--- src/rtl/stepdown_pkg.sv ---
// Shared types and defaults for the stepdown PWM: FSM states and the
// width of the small dead-time / blanking timers.
package stepdown_pkg;

  typedef enum logic [2:0] {
    OFF    = 3'd0,
    LS_ON  = 3'd1,
    DT_L2H = 3'd2,
    HS_ON  = 3'd3,
    DT_H2L = 3'd4
  } state_e;

  localparam int DT_CYC_DEF    = 4;
  localparam int BLANK_CYC_DEF = 6;
  localparam int TMR_W         = 4;

  typedef logic [TMR_W-1:0] tmr_t;

endpackage

--- src/rtl/stepdown_pwm_cnt.sv ---
// PWM period counter: wraps at period_q, and latches clamped period/duty
// either on leaving OFF or at every wrap so new settings start at cnt==0.
module stepdown_pwm_cnt #(
  parameter int CNT_W = 8
) (
  input  logic             clk_i,
  input  logic             rst_i,
  input  logic             clr_i,
  input  logic             load_i,
  input  logic             run_i,
  input  logic [CNT_W-1:0] period_i,
  input  logic [CNT_W-1:0] duty_i,
  output logic [CNT_W-1:0] cnt_o,
  output logic             wrap_o,
  output logic             dem_o
);

  logic [CNT_W-1:0] cnt_q, cnt_d, per_q, per_d, duty_q, duty_d;
  logic [CNT_W-1:0] per_clamp, duty_clamp;

  // period 0 would make a zero-length cycle; treat it as 1
  always_comb begin
    per_clamp  = (period_i == '0) ? CNT_W'(1) : period_i;
    duty_clamp = (duty_i > per_clamp) ? per_clamp : duty_i;
  end

  assign wrap_o = run_i && (cnt_q == per_q);

  always_comb begin
    cnt_d  = cnt_q;
    per_d  = per_q;
    duty_d = duty_q;
    if (clr_i) begin
      cnt_d = '0;
    end else if (load_i || wrap_o) begin
      cnt_d  = '0;
      per_d  = per_clamp;
      duty_d = duty_clamp;
    end else if (run_i) begin
      cnt_d = cnt_q + CNT_W'(1);
    end
  end

  always_ff @(posedge clk_i) begin
    if (rst_i) begin
      cnt_q  <= '0;
      per_q  <= '0;
      duty_q <= '0;
    end else begin
      cnt_q  <= cnt_d;
      per_q  <= per_d;
      duty_q <= duty_d;
    end
  end

  assign cnt_o = cnt_q;
  assign dem_o = cnt_q < duty_q;

endmodule

--- src/rtl/stepdown_pwm_deadtime.sv ---
// PWM generator with dead-time insertion between high/low-side requests,
// leading-edge blanking and cycle-by-cycle over-current termination.
module stepdown_pwm_deadtime
  import stepdown_pkg::*;
#(
  parameter int CNT_W     = 8,
  parameter int DT_CYC    = DT_CYC_DEF,
  parameter int BLANK_CYC = BLANK_CYC_DEF
) (
  input  logic             CELCLK,
  input  logic             CELRST,
  input  logic             CELV,
  input  logic             CELG,
  input  logic             SUB,
  input  logic             en,
  input  logic [CNT_W-1:0] period,
  input  logic [CNT_W-1:0] duty,
  input  logic             oc,
  output logic             hs_on,
  output logic             ls_on,
  output logic             cycle_start,
  output logic             oc_flag
);

  localparam tmr_t DT_LAST  = tmr_t'(DT_CYC - 1);
  localparam tmr_t BLANK_LD = tmr_t'(BLANK_CYC);

  state_e           state_q, state_d;
  tmr_t             dt_q, dt_d, blank_q, blank_d;
  logic             oc_lat_q, oc_lat_d, oc_flag_q;
  logic [CNT_W-1:0] cnt;
  logic             wrap, dem, hs_req, oc_acc;
  logic             unused_pins;

  assign unused_pins = CELV ^ CELG ^ SUB;

  stepdown_pwm_cnt #(.CNT_W(CNT_W)) u_cnt (
    .clk_i    (CELCLK),
    .rst_i    (CELRST),
    .clr_i    (state_d == OFF),
    .load_i   (state_q == OFF),
    .run_i    (state_q != OFF),
    .period_i (period),
    .duty_i   (duty),
    .cnt_o    (cnt),
    .wrap_o   (wrap),
    .dem_o    (dem)
  );

  assign hs_req = dem && !oc_lat_q;
  assign oc_acc = en && (state_q == HS_ON) && (blank_q == '0) && oc;

  always_comb begin
    state_d = state_q;
    case (state_q)
      OFF:     if (dt_q >= DT_LAST)     state_d = LS_ON;
      LS_ON:   if (hs_req)              state_d = DT_L2H;
      DT_L2H:  if (dt_q == DT_LAST)     state_d = HS_ON;
      HS_ON:   if (!hs_req || oc_acc)   state_d = DT_H2L;
      DT_H2L:  if (dt_q == DT_LAST)     state_d = LS_ON;
      default:                          state_d = OFF;
    endcase
    if (!en) state_d = OFF;
  end

  // dt_q counts cycles spent in the current state; it saturates so a long
  // OFF stretch cannot wrap back below the dead-time threshold
  always_comb begin
    dt_d     = (state_d != state_q) ? '0 :
               (dt_q == '1) ? dt_q : dt_q + tmr_t'(1);
    blank_d  = (state_d == HS_ON && state_q != HS_ON) ? BLANK_LD :
               (blank_q != '0) ? blank_q - tmr_t'(1) : '0;
    oc_lat_d = oc_lat_q;
    if (state_d == OFF || wrap) oc_lat_d = 1'b0;
    else if (oc_acc)            oc_lat_d = 1'b1;
  end

  always_ff @(posedge CELCLK) begin
    if (CELRST) begin
      state_q   <= OFF;
      dt_q      <= '0;
      blank_q   <= '0;
      oc_lat_q  <= 1'b0;
      oc_flag_q <= 1'b0;
    end else begin
      state_q   <= state_d;
      dt_q      <= dt_d;
      blank_q   <= blank_d;
      oc_lat_q  <= oc_lat_d;
      oc_flag_q <= oc_acc;
    end
  end

  assign hs_on       = (state_q == HS_ON);
  assign ls_on       = (state_q == LS_ON);
  assign cycle_start = (state_q != OFF) && (cnt == '0);
  assign oc_flag     = oc_flag_q;

endmodule

--- config.mk ---
export PLATFORM = sky130hd
export DESIGN_NAME = stepdown_pwm_deadtime
export DESIGN_NICKNAME = d
export VERILOG_FILES = /design/src/rtl/stepdown_pkg.sv /design/src/rtl/stepdown_pwm_cnt.sv /design/src/rtl/stepdown_pwm_deadtime.sv
export SDC_FILE = /design/constraint.sdc
export NUM_CORES = 1
export LEC_CHECK = 0
export BUFFER_PORTS_ARGS = -buffer_cell sky130_fd_sc_hd__buf_4
export CORE_MARGIN = 5
export CORE_UTILIZATION = 62
export DETAILED_ROUTE_END_ITERATION = 10
export MAX_ROUTING_LAYER = met4
export PLACE_DENSITY = 0.84
export SLEW_MARGIN = 20
export SYNTH_ARGS = -nofsm -noshare
export SYNTH_HDL_FRONTEND = slang
export SYNTH_SLANG_ARGS = --single-unit
--- constraint.sdc ---
create_clock -name CELCLK -period 5.3 [get_ports CELCLK]
set_input_delay 1.06 -clock CELCLK [delete_from_list [all_inputs] [get_ports CELCLK]]
set_output_delay 1.06 -clock CELCLK [all_outputs]
set_load 0.05 [all_outputs]
After elaboration in Yosys (flattened, before gate mapping):

Cells that the tools add are included.

* $add $sub $neg: 3
* magnitude comparators: 3
* equal/unequal tests: 10
* muxes and demuxes: 11
* bitwise gates (word level): 2
* reductions and logical operators: 24

Operators with widths (count)
* 3-bit two-way mux: 8
* 8-bit zero test: 2
* 8-bit two-way mux: 2
* 3-bit one-hot mux with 5 select lines: 1
* 3-bit by 2-bit == test with 1-bit output (second input constant): 3
* 8-bit by 1-bit adder with 8-bit output (second input constant): 1
* 8-bit == test: 1
* 8-bit > comparator: 1
* 8-bit < comparator: 1
* 1-bit logical AND: 7
* 3-bit zero test: 2
* 3-bit OR reduction: 2
* 4-bit by 1-bit adder with 4-bit output (second input constant): 1
* 4-bit by 2-bit == test with 1-bit output (second input constant): 1
* 4-bit == test (second input constant): 1
* 4-bit by 2-bit greater-or-equal comparator with 1-bit output (second input constant): 1
* 4-bit zero test: 1
* 4-bit nonzero test: 1
* 2-bit OR reduction: 2
* 4-bit by 1-bit subtractor with 4-bit output (second input constant): 1
* 3-bit by 1-bit == test with 1-bit output (second input constant): 1
* 3-bit == test (second input constant): 1
* 1-bit logical OR: 3
* 3-bit by 2-bit != test with 1-bit output (second input constant): 1
* 5 further kinds: 7

* bits in registers: 37
* word-level logic and storage cells: 62

Longest topological paths before layout:

Gate-level depths: netlist (run 1).

* word-level depth: 11
* mapped depth: 11

Hierarchy:

Synthesis (run 1) repeated with hierarchy kept, for this count alone.

* cells, all modules: 257
* area, all modules: 2309.7 sq um

Modules (own cells, without submodules)
* stepdown_pwm_cnt: instances 1, cells each 166, area an instance 1564.0 sq um, sequential area each 480.5 sq um
* stepdown_pwm_deadtime: instances 1, cells each 91, area an instance 745.7 sq um, sequential area each 260.2 sq um

Worst setup path before layout (run 1):

OpenSTA, ideal clock, no wires.

* kind: flip-flop to output port
* start: reg u_cnt.cnt_q[0] (netlist: u_cnt.cnt_o[0])
* end: out cycle_start
* data arrival time: 2.259 ns
* data required time: 4.240 ns
* slack: 1.981 ns
* stages on the path, launching flop included: 6
* path through: dfxtp_1 inv_1 ha_1 nor4b_1 nand2_1 nor4_1

* word-level cells in the longest chain between the ends: 2

RTL lines
* from (decl): line stepdown_pwm_cnt.sv:18 `logic [CNT_W-1:0] cnt_q, cnt_d, per_q, per_d, duty_q, duty_d;`
* from (signal assigned): line stepdown_pwm_cnt.sv:50 `cnt_q <= cnt_d;`
* 8-bit zero test: line stepdown_pwm_deadtime.sv:96 `assign cycle_start = (state_q != OFF) && (cnt == '0);`
* 1-bit logical AND: line stepdown_pwm_deadtime.sv:96
* to (decl): line stepdown_pwm_deadtime.sv:21 `output logic cycle_start,`

No other way between the ends.

Worst setup path in the final report (run 1):

* start: in period[2]
* end: reg u_cnt.duty_q[0]

* word-level cells in the longest chain between the ends: 4

RTL lines
* from (decl): line stepdown_pwm_deadtime.sv:16 `input logic [CNT_W-1:0] period,`
* 8-bit zero test *: line stepdown_pwm_cnt.sv:23 `per_clamp = (period_i == '0) ? CNT_W'(1) : period_i;`
* 8-bit two-way mux *: line stepdown_pwm_cnt.sv:23
* net u_cnt.per_clamp[0]: line stepdown_pwm_cnt.sv:19 `logic [CNT_W-1:0] per_clamp, duty_clamp;`
* 8-bit > comparator: line stepdown_pwm_cnt.sv:24 `duty_clamp = (duty_i > per_clamp) ? per_clamp : duty_i;`
* 8-bit two-way mux *: line stepdown_pwm_cnt.sv:24
* to (signal assigned): line stepdown_pwm_cnt.sv:52 `duty_q <= duty_d;`
* to (decl): line stepdown_pwm_cnt.sv:18

The timed path passes the listed nets; every way through them passes the cells marked *.
A chain may end at the register's enable or synchronous reset.

==> results of run 1 <==
==> registers in the layout, summed over array words and instances, names as in the netlist <==
register and flops:
u_cnt.per_q 8, u_cnt.duty_q 8, oc_lat_q 1, dt_q 4, oc_flag 1, state_q 3, u_cnt.cnt_o 8, blank_q 4
==> power by group <==
| part | switching, uW | total, uW | internal [uW] |
|---|---|---|---|
| Combinational | 152 | 272 | 119 |
| Sequential | 26.0 | 340 | 314 |
| Clock | 92.8 | 184 | 91.0 |
| Total | 271 | 796 | 525 |
==> through the flow <==
stage | hold WS (ps) | power, uW | instance area (um2)
6_report | 475 | 796 | 2500
5_1_grt | 507 | 855 | 2500
4_1_cts | 481 | 805 | 2500
3_5_place_dp | 473 | 618 | 2410
3_3_place_gp | 462 | 609 | 2410
2_1_floorplan | 442 | 566 | 2260
==> worst paths after layout <==
check	endpoint	cells after the start
worst max-delay path	u_cnt.duty_q[0]$_SDFFE_PP0P_	11
worst max register to register	u_cnt.per_q[7]$_SDFFE_PP0P_	8
worst min register to register	oc_lat_q$_SDFFE_PP0P_	2
worst min-delay path	oc_lat_q$_SDFFE_PP0P_	2
==> layout by cell type, fill, tap and decap left out, drive strengths merged, types with 2 or more instances in the layout <==
| master | n |
|---|---|
| nor3b | 3 |
| o21ai | 6 |
| nor2b | 2 |
| dfxtp | 37 |
| and4 | 2 |
| nor3 | 6 |
| ha | 18 |
| clkbuf | 6 |
| xor2 | 14 |
| a2111oi | 2 |
| nand3 | 7 |
| o211ai | 2 |
| nor2 | 43 |
| buf | 23 |
| a31oi | 5 |
| nand2 | 13 |
| nand4 | 3 |
| nor4 | 5 |
| a211oi | 10 |
| or3 | 2 |
| clkinv | 2 |
| nor4b | 3 |
| xnor2 | 2 |
| inv | 21 |
| a21oi | 15 |
| mux2i | 11 |
| and3 | 5 |
==> layout make-up <==
cell class	instances	area, um2
Multi-Input combinational cell	190	1360
Fill cell	315	1110
Sequential cell	37	741
Timing Repair Buffer	23	173
Inverter	21	78.8
Clock buffer	6	72.6
Tap cell	48	60.1
Clock inverter	2	10.0
==> cells by family (layout without fill, tap and decap cells) <==
family / count (synthesis) / count (layout) / share of synthesized area
adder cells (fa/ha/maj): 18 / 18 / 0.0994
buffers and inverters: 31 / 52 / 0.0718
flip-flops: 37 / 37 / 0.327
AND/OR/NAND/NOR: 96 / 96 / 0.220
multiplexers: 12 / 12 / 0.0536
XOR/XNOR: 16 / 16 / 0.0619
AO/OA/AOI/OAI: 48 / 48 / 0.166
==> per-layer routing <==
metal / up-vias / wire length [um] / track usage
li1: 951 / - / -
met1: 845 / 1950 / 0.240
met2: 30 / 2070 / 0.321
met3: 5 / 240 / 0.0518
met4: 0 / 33 / 0.0447
met5: - / 0 / -
==> worst reg2reg max path: stages, from the launching register on <==
cell	delay (ps)
dfxtp_1	470
ha_1	290
a211oi_1	240
o21ai_1	100
a21oi_1	390
mux2i_1	580
a41oi_4	560
mux2i_1	320
nor2_1	60
==> metrics.csv, run 1 <==
metric,value,unit
netlist_area,0.00226,mm2
post_cts_resized,0,
gp_congestion,0.868,
rows,22,
pin_count,27,
insertion_delay,280,ps
synth_seq_cells,37,
clkTransAtPathRegs,70,ps
synthMostInstantiatedCell,dfxtp_1,
die_area,0.00496,mm2
period_minus_slack,3320,ps
reg2reg_from,u_cnt.cnt_o[3]$_SDFFE_PP0N_,
ir_worst_vdd,245,uV
diodes,0,
synth_top_flop_cell,dfxtp_1,
place_ws,1700,ps
slew_headroom,0.341,
clock-skew-final,3.56,ps
cts_setup_buffers,0,
wl_per_cell,13.1,um
clock_sinks,37,
path_class,in2reg,
drc,0,
drive_gt1_frac,0.190,
finalWirelength,4.29,mm
htree_levels,2,
cts-hold-fix-buffers,0,
grt_max_degree,28,
antenna_found_initial,0,
path_buf_inv,1,
reg2reg_slack,2170,ps
crit_arrival,3490,ps
yosys-top-cells-area,"dfxtp_1, ha_1, nor2_1, xor2_1, mux2i_1",
required,5470,ps
min_period_over_period,0.627,
start_kind,input pin,
track_usage,0.196,
yosys.area.top_type,dfxtp_1,
drt_iter0_drc,94,
max_slew.worst_pin.slew,989,ps
yosys_warnings,0,
synthTopCellsByCount,"dfxtp_1, nor2_1, inv_1, ha_1, a21oi_1",
ys_seq_area_frac,0.327,
cpMaxStageDelayCell,o22ai_1,
min_from,oc_lat_q$_SDFFE_PP0P_,
finalMaxSlewViolations,0,
vias,1831,
ant_nets,0,
final_util,0.692,
async_flop_share,0,
end_kind,flip-flop,
slowest_delay,750,ps
numCtsBuffers,5,
grt_pass1_wl,7.73,mm
p_per_area,319,mW/mm2
status,"complete, no violations",
syn_nets,299,
startpoint,period[2],
cts-root-buf,clkbuf_8,
die_h,70.4,um
final-setup-viol-count,0,
vias_per_cell,5.60,
grt_pass1_vias,1763,
die_w,70.4,um
crit_chain,buf_4 > nor4_1 > a41o_1 > ha_1 > nor2b_1 > o211ai_1 > a21oi_1 > o22ai_1 > mux2_2 > mux2i_1 > nor2_1,
maxCapViolations,0,
fin_setup_tns,0,ps
gr-total-overflow,0,
area_growth,10.2,%
dp_hpwl,3.34,mm
avgSynthCellArea,8.78,um2
yosysTopAreaCellShare,0.327,
io_buffers,23,
place_inst,319,
hold_viol_final,0,
setup_ws,1980,ps
coreArea,0.00361,mm2
synth.distinct_cells,44,
hp-class,reg2reg,
initial_utilization,0.628,
p_leak,0.00102,uW
synthCells,258,
cts_tree,yes,
path_delay_family,compound AO/OA/AOI/OAI gates,
synth_edf_count,0,
stdcell_count,327,
fmax,301,MHz
dr.pass1.iters,4,
clockBufferDepth,2,
crit_fanout,15,
rsz0062_at_grt,false,
nets,319,
(Power assumes the default switching activity.)
==> run 2: changes to the inputs <==
Settings changed: ABC_AREA from default to 1, CORE_UTILIZATION 62 to 58, PLACE_DENSITY 0.84 to 0.79.
Clock period 5.3 ns to 3.24 ns, I/O delays scaled along.
==> metrics.csv, run 2 <==
metric,value,unit,change
start_kind,flip-flop,,was input pin
synthCells,345,,was 258
crit_arrival,2740,ps,was 3490 ps
final_cell_mix,"nand2_1, nor2_1, inv_1",,"was dfxtp_1, nor2_1, buf_4"
fin_setup_tns,0,ps,unchanged
ant_nets,0,,unchanged
path_class,reg2reg,,was in2reg
yosys-top-cells-area,"dfxtp_1, nand2_1, ha_1, nor2_1, inv_1",,"was dfxtp_1, ha_1, nor2_1, xor2_1, mux2i_1"
track_usage,0.207,,was 0.196
crit_fanout,34,,was 15
cts_tree,yes,,unchanged
p_leak,0.00130,uW,was 0.00102 uW
final_common_cell,nand2_1,,was dfxtp_1
yosys_warnings,0,,unchanged
end_kind,flip-flop,,unchanged
synth_edf_count,0,,unchanged
area_growth,10.9,%,was 10.2%
cts-root-buf,clkbuf_8,,unchanged
coreArea,0.00400,mm2,was 0.00361 mm2
switching_share,0.379,,was 0.341
finalWirelength,4.82,mm,was 4.29 mm
vias_per_cell,5.17,,was 5.60
final-setup-viol-count,0,,unchanged
hold_slack,445,ps,was 475 ps
p_total,1490,uW,was 796 uW
dp_hpwl,3.67,mm,was 3.34 mm
synthMostInstantiatedCell,nand2_1,,was dfxtp_1
dr.pass1.iters,4,,unchanged
io_buffers,23,,unchanged
vias,2154,,was 1831
clkTransAtPathRegs,80,ps,was 70 ps
synth_seq_cells,37,,unchanged
synth.distinct_cells,31,,was 44
p_switching,562,uW,was 271 uW
drt_iter0_drc,135,,was 94
n_fill_cell,374,,was 315
antenna_found_initial,0,,unchanged
p_per_area,562,mW/mm2,was 319 mW/mm2
cts_setup_buffers,0,,unchanged
pwr-share-seq,0.395,,was 0.428
clkPwrFrac,0.232,,was 0.231
max_slew.worst_pin.slew,490,ps,was 989 ps
place_ws,458,ps,was 1700 ps
clockBufferDepth,2,,unchanged
post_cts_resized,0,,unchanged
final_area,0.00264,mm2,was 0.00250 mm2
synthTopCellsByCount,"nand2_1, nor2_1, inv_1, dfxtp_1, a21oi_1",,"was dfxtp_1, nor2_1, inv_1, ha_1, a21oi_1"
gr-total-overflow,0,,unchanged
hold_viol_final,0,,unchanged
wl_per_cell,11.6,um,was 13.1 um
netlist_area,0.00238,mm2,was 0.00226 mm2
numCtsBuffers,5,,unchanged
fmax,390,MHz,
htree_levels,2,,unchanged
insertion_delay,300,ps,was 280 ps
required,3410,ps,was 5470 ps
syn_nets,386,,was 299
multiInputGateArea,0.00139,mm2,was 0.00136 mm2
min_period_over_period,0.792,,
cts-hold-fix-buffers,0,,unchanged
clock-skew-final,10.3,ps,was 3.56 ps
rsz0062_at_grt,false,,unchanged
synth_top_flop_cell,dfxtp_1,,unchanged
status,"complete, no violations",,unchanged
seq_area,741,um2,unchanged
period_minus_slack,2560,ps,
grt_max_degree,35,,was 28
die_h,74.1,um,was 70.4 um
initial_utilization,0.596,,was 0.628
die_area,0.00549,mm2,was 0.00496 mm2
async_flop_share,0,,unchanged
yosysTopAreaCellShare,0.311,,was 0.327
setup_ws,675,ps,was 1980 ps
hp-class,reg2reg,,unchanged
p_comb_frac,0.373,,was 0.341
maxCapViolations,0,,unchanged
finalMaxSlewViolations,0,,unchanged
avgSynthCellArea,6.91,um2,was 8.78 um2
grt_pass1_wl,8.70,mm,was 7.73 mm
drc,0,,unchanged
cell_internal_pwr,923,uW,was 525 uW
slew_headroom,0.669,,was 0.341
pin_count,27,,unchanged
die_w,74.1,um,was 70.4 um
diodes,0,,unchanged
drive_gt1_frac,0.134,,was 0.190
rows,23,,was 22
grt_pass1_vias,2065,,was 1763
post_dp_cell_area,0.00255,mm2,was 0.00241 mm2
yosys.area.top_type,dfxtp_1,,unchanged
ys_seq_area_frac,0.311,,was 0.327
clock_sinks,37,,unchanged
gp_congestion,0.830,,was 0.868
ir_worst_vdd,424,uV,was 245 uV
nets,407,,was 319
run 2: cell types whose count changed in the layout (fill, tap and decap cells not counted), sizes merged, moves of 6 or more:
cell	change
nand2	+59
inv	+24
nand3	+24
a21oi	+15
o21ai	+12
a211oi	-10
mux2i	-10
nor2	+6
xor2	-6
run 2: logic make-up after synthesis:
logic type               synth area share
AND/OR/NAND/NOR                     0.337
flip-flops                          0.311
AO/OA/AOI/OAI                       0.107
buffers and inverters               0.106
adder cells (fa/ha/maj)            0.0944
XOR/XNOR                           0.0404
multiplexers                      0.00420
run 2: power by group through the flow:
stage / registers (uW) / clock network (uW) / logic [uW]
2_1_floorplan: 584 / 0 / 474
3_3_place_gp: 593 / 0 / 538
3_5_place_dp: 596 / 0 / 553
4_1_cts: 586 / 352 / 556
5_1_grt: 598 / 373 / 653
6_report: 587 / 345 / 554
run 2: worst max-delay path: stages, from the launching register on:
cell	delay [ps]
dfxtp_1	430
ha_1	280
nand2_1	100
inv_1	60
nand2_1	50
nand3_1	70
nor2_1	250
nand3_1	120
nand2_1	70
nand2_1	50
nand2_1	160
nand3_4	350
nand2_1	370
a21oi_1	90
run 2: path summary, 6_finish.rpt:
check | from | endpoint | slack (ps) | cells after the start
max | u_cnt.cnt_o[7]$_SDFFE_PP0N_ | u_cnt.cnt_o[5]$_SDFFE_PP0N_ | 680 | 13
min | blank_q[0]$_SDFF_PP0_ | blank_q[0]$_SDFF_PP0_ | 440 | 1
max reg2reg | u_cnt.cnt_o[7]$_SDFFE_PP0N_ | u_cnt.cnt_o[5]$_SDFFE_PP0N_ | 680 | 13
min reg2reg | blank_q[0]$_SDFF_PP0_ | blank_q[0]$_SDFF_PP0_ | 440 | 1
run 2: layout make-up:
class | instances | share of cell area
clock inverter | 2 | 0.00521
tap | 50 | 0.0237
timing repair buffer | 24 | 0.0681
clock buffer | 6 | 0.0312
multi-input combinational | 252 | 0.526
sequential | 37 | 0.280
inverter | 46 | 0.0653
run 2: through the flow:
stage                      util  std cells
after floorplan               -        345
after global placement    0.637        409
after detailed placement  0.637        409
after CTS                 0.661        417
after global routing      0.661        417
final                     0.661        417
run 2: routing by layer:
metal / part of all wire / GRT usage
met5: 0 / -
met4: 0.015 / 0.0724
met3: 0.040 / 0.0419
met2: 0.47 / 0.337
met1: 0.48 / 0.254
